<file path="config.mk">
export PLATFORM = sky130hd
export DESIGN_NAME = arm_seq_ctrl
export DESIGN_NICKNAME = d
export VERILOG_FILES = /design/src/rtl/arm_seq_ctrl.sv
export SDC_FILE = /design/constraint.sdc
export NUM_CORES = 1
export LEC_CHECK = 0
export ABC_AREA = 0
export CAP_MARGIN = 20
export CORE_AREA = 4 4 88 49
export CTS_CLUSTER_DIAMETER = 30
export DETAILED_ROUTE_END_ITERATION = 10
export DIE_AREA = 0 0 92 53
export PLACE_DENSITY = 0.82
export RECOVER_POWER = 50
export SLEW_MARGIN = 20
export SYNTH_ARGS = -nofsm -noshare
export SYNTH_HDL_FRONTEND = slang
export SYNTH_SLANG_ARGS = --single-unit
</file>
<file path="constraint.sdc">
create_clock -name clk -period 2.1 [get_ports clk]
set_input_delay 0.21 -clock clk [delete_from_list [all_inputs] [get_ports clk]]
set_output_delay 0.21 -clock clk [all_outputs]
set_load 0.05 [all_outputs]
</file>
<file path="src/rtl/arm_seq_ctrl.sv">
// Instruction sequencer for the 16-bit Harvard datapath: fetch, execute strobe, load stall, jump/halt.
// Optional single-step control is compiled in with STEP_MODE_EN (adds the `step` input).
module arm_seq_ctrl #(
    parameter int ADDR_W   = 8,
    parameter int RESET_PC = 0
) (
    input  logic              clk,
    input  logic              reset,
    input  logic              run,
`ifdef STEP_MODE_EN
    input  logic              step,
`endif
    output logic              imem_req,
    output logic [ADDR_W-1:0] imem_addr,
    input  logic [15:0]       imem_rdata,
    input  logic              imem_valid,
    output logic [15:0]       inst,
    output logic              exec1,
    output logic              dmem_req,
    input  logic              dmem_ack,
    output logic [ADDR_W-1:0] pc,
    output logic              halted
);

    // state   | meaning
    // IDLE    | waiting for run (or step) at an instruction boundary
    // FETCH   | imem request outstanding at address pc
    // EXEC1   | one-cycle execute strobe, decode of inst
    // MEMWAIT | load in flight, waiting for dmem_ack
    // HALT    | stopped until reset
    typedef enum logic [2:0] {
        IDLE    = 3'd0,
        FETCH   = 3'd1,
        EXEC1   = 3'd2,
        MEMWAIT = 3'd3,
        HALT    = 3'd4
    } state_t;

    localparam logic [ADDR_W-1:0] PC_INIT = ADDR_W'(RESET_PC);

    state_t            state, state_nxt, boundary;
    logic [ADDR_W-1:0] pc_nxt;
    logic [15:0]       inst_nxt;
    logic              start;

    always_ff @(posedge clk) begin
        if (reset) begin
            state <= IDLE;
            pc    <= PC_INIT;
            inst  <= 16'h0000;
        end else begin
            state <= state_nxt;
            pc    <= pc_nxt;
            inst  <= inst_nxt;
        end
    end

    always_comb begin
        state_nxt = state;
        pc_nxt    = pc;
        inst_nxt  = inst;
`ifdef STEP_MODE_EN
        // Every instruction returns to IDLE; a step cycle with run high launches the next one.
        boundary = IDLE;
        start    = run & step;
`else
        boundary = run ? FETCH : IDLE;
        start    = run;
`endif
        case (state)
            IDLE: begin
                if (start) state_nxt = FETCH;
            end
            FETCH: begin
                if (imem_valid) begin
                    inst_nxt  = imem_rdata;
                    pc_nxt    = pc + ADDR_W'(1);
                    state_nxt = EXEC1;
                end
            end
            EXEC1: begin
                if (inst[15:13] == 3'b101) begin
                    state_nxt = MEMWAIT;
                end else if (inst[15]) begin
                    state_nxt = boundary;
                end else if (inst[14]) begin
                    state_nxt = HALT;
                end else begin
                    // Jump target replaces the increment done during FETCH.
                    pc_nxt    = inst[ADDR_W-1:0];
                    state_nxt = boundary;
                end
            end
            MEMWAIT: begin
                if (dmem_ack) state_nxt = boundary;
            end
            HALT: begin
                state_nxt = HALT;
            end
            default: begin
                state_nxt = IDLE;
            end
        endcase
    end

    assign imem_req  = (state == FETCH);
    assign imem_addr = pc;
    assign exec1     = (state == EXEC1);
    assign dmem_req  = (state == MEMWAIT);
    assign halted    = (state == HALT);

endmodule
</file>
==> results.ini, run 1 <==
[drt]
route.detailed.vias_per_inst=5.004
route.antenna.remaining_nets=0
vias=1371
finalWirelength_mm=3.703
remaining_drc_errors=0
routed_wire_length_per_instance_um=13.51
drt_pass1_iterations=4
drt_iter0_markers=60

[critical_path]
rr_endpoint=imem_addr[7]
crit_path_largest_cell_delay_ns=0.53
setup.worst_path.start=state[1]
cp-start-kind=flip-flop
cpMaxStageDelayCell=sky130_fd_sc_hd__dfxtp_1
timing.critical_path.cells=or3b_1, inv_1, buf_4, buf_12
cp_max_fo=11
setup.worst_path.end_class=output pin
cp.arrival_ns=1.72
critical_path_required_ns=1.89
reg2reg_depth=5
critical_path.reg2reg.startpoint=state[0]
regToRegSetupSlack_ns=0.21
criticalPathCategory=reg -> out

[synth]
postSynthRegisterBits=27
synth_common_cells=sky130_fd_sc_hd__nand2_1, sky130_fd_sc_hd__dfxtp_1, sky130_fd_sc_hd__a21oi_1, sky130_fd_sc_hd__buf_4, sky130_fd_sc_hd__clkbuf_1
synth_fp_nets=192
most_area_consuming_cells_after_synthesis=sky130_fd_sc_hd__dfxtp_1, sky130_fd_sc_hd__nand2_1, sky130_fd_sc_hd__a21oi_1, sky130_fd_sc_hd__buf_4, sky130_fd_sc_hd__nor3b_1
syn_avg_cell_area_um2=7.964
synth.area.mux_share=0
dominant_combinational_cell_family_by_area_after_synthesis=simple AND/OR/NAND/NOR gates
synth_xor_area_frac=0
postSynthCellCount=170
synthSimpleGateAreaFrac=0.2477
synth_area_leader_cell=sky130_fd_sc_hd__dfxtp_1
post_synth_fa_ha_maj_area_fraction=0.009242
yosys.cell_types.count=40
yosys.area.top_type_share=0.3993
synthMostInstantiatedCell=sky130_fd_sc_hd__nand2_1
ys_dominant_reg_cell=sky130_fd_sc_hd__dfxtp_1
synth_seq_area_share=0.3993
synth_area_um2=1354
yosys_warnings=0
synth_async_sr_flop_share=0
synth_edf_count=0
synth_compound_area_frac=0.2384

[global_routing]
grt_overflow=0
groute.usage.overall=0.1601
grt_pass1_vias=1343
maximum_number_of_pins_on_one_net_before_global_route_repair=16
antenna_violations_before_repair=0
wire_length_of_the_first_global_routing_pass_mm=6.161

[timing]
finalCriticalPeriod_ns=1.932
report.final.setup_viol=0
fin_crit_sh=0.9198
skew_ns=0.005393
fmax_mhz=517.7
final_max_slew_viol_count=0
slew_headroom=0.6018
rsz0062_at_grt=false
worst-slew-pin-transition_ns=0.5999
layout_setup_ws_ns=0.1683
final.setup.tns_ns=0
final_hold_viol_count=0

[floorplanning]
die-width_um=92
core-area_um2=3643
initial_core_util=0.3716
ios=57
placement_rows=16
die_area_um2=4876
chipHeight_um=53

[placement]
routability_congestion=0.8136
port-buffer-count=56
place.detailed.hpwl_mm=2.795
dpl_worst_slack_ns=0.2597

[worst_hold_path]
min_from=inst[12]
hold-path-endpoint=inst[12]
min_delay_path_depth=2
hp-class=reg -> reg

[clocking]
cts_num_sinks=27
ctsResizeCount=0
postCtsSetupBuffers=0
cts-buffers-inserted=3
tritoncts_clock_tree=done
cts_hold_buf=0
clk_pin_slew_worst_paths_ns=0.09
clock_tree.buffer_depth=2
insertion_delay_ns=0.28
root_buffer=sky130_fd_sc_hd__clkbuf_8
cts_htree_levels=1

[flow_run]
drv.max_cap_violation_count=0

[power]
power_leakage_nw=0.6924
pwr_density_cell_nw_per_um2=574.2
ir_drop_uv=350.6

[final_layout]
n_antenna_cell=0
fraction_of_layout_instances_using_a_drive_strength_above_1=0.09545
flow.area_growth_from_synthesis_pct=45.38
design.final.nets=243

[run_status]
outcome=finished, final reports clean

==> power breakdown <==
part	switching [mW]	internal [mW]	leakage, nW
registers	0.0256	0.532	0.219
clock network	0.165	0.133	0.0255
logic	0.164	0.110	0.448
==> worst max path at each step <==
stage | end | slack [ns] | cells after the start
CTS | exec1 | 0.18 | 4
finish | exec1 | 0.17 | 4
floorplan | dmem_req | 0.12 | 2
global route | imem_addr[3] | 0.06 | 4
detailed placement | imem_addr[3] | 0.26 | 4
global placement | imem_addr[7] | 0.29 | 5
==> final cells by class <==
type                       count  area, µm²
fill                         351       1675
multi-input combinational    118      675.6
timing repair buffer          66      619.3
sequential                    27      540.5
tap                           54      67.56
clock buffer                   3      41.29
inverter                       5      18.77
clock inverter                 1      5.005
==> placed cells by master, fill, tap and decap left out, types with 2 or more instances in the layout <==
master and count:
sky130_fd_sc_hd__nor3b_1 4, sky130_fd_sc_hd__nor2_1 4, sky130_fd_sc_hd__nand2_1 41, sky130_fd_sc_hd__nand3_1 2
sky130_fd_sc_hd__a221oi_1 2, sky130_fd_sc_hd__a211oi_1 3, sky130_fd_sc_hd__nand3b_1 2, sky130_fd_sc_hd__dlygate4sd3_1 9
sky130_fd_sc_hd__o32ai_1 2, sky130_fd_sc_hd__buf_4 8, sky130_fd_sc_hd__a21oi_1 23, sky130_fd_sc_hd__nor3_1 2
sky130_fd_sc_hd__clkdlybuf4s50_1 43, sky130_fd_sc_hd__nand4_1 3, sky130_fd_sc_hd__clkbuf_1 5, sky130_fd_sc_hd__inv_1 5
sky130_fd_sc_hd__dfxtp_1 27, sky130_fd_sc_hd__o21ai_0 6, sky130_fd_sc_hd__o22ai_1 2, sky130_fd_sc_hd__clkbuf_8 3
==> per-layer routing <==
layer / up-vias / wire length (µm) / share of wire / track usage
met3: 4 / 350 / 0.095 / 0.06250
li1: 688 / - / - / -
met1: 622 / 1838 / 0.50 / 0.2107
met4: 0 / 25 / 0.0068 / 0.04433
met2: 57 / 1489 / 0.40 / 0.2440
met5: - / 0 / 0 / 0
==> flip-flops by register name, indices dropped and copies added, names as in the netlist <==
register   flops
inst          16
imem_addr      8
state          3
==> kinds of logic after synthesis <==
family | Yosys count
simple gates | 68
compound gates | 49
flops | 27
fa+ha+maj | 1
buf+inv | 25
==> per-stage QoR <==
stage	cell area (µm²)	hold slack (ns)	util	cells	power [mW]
after global routing	1968	0.4632	0.5402	274	1.184
after global placement	1941	0.4404	0.5326	270	0.8466
after CTS	1987	0.4667	0.5453	274	1.150
after floorplan	1354	0.3460	-	170	0.7428
after detailed placement	1941	0.4501	0.5326	270	0.8506
final	1968	0.4598	0.5402	274	1.130
==> critical path, delay by kind of cell (launching register included) <==
| kind | cells | cell delay, ns |
|---|---|---|
| buffers and inverters | 3 | 0.43 |
| DFF | 1 | 0.53 |
| and+or+nand+nor | 1 | 0.49 |
Power figures use the tool's default switching activity.
==> run 2: changes to the inputs <==
--- a/config.mk
+++ b/config.mk
@@ -13,7 +13,7 @@
 export DIE_AREA = 0 0 92 53
 export PLACE_DENSITY = 0.82
 export RECOVER_POWER = 50
-export SLEW_MARGIN = 20
+export SLEW_MARGIN = 30
 export SYNTH_ARGS = -nofsm -noshare
 export SYNTH_HDL_FRONTEND = slang
 export SYNTH_SLANG_ARGS = --single-unit
==> results of run 2 <==
The final DEF is identical to that of run 1; final timing and power are the same.
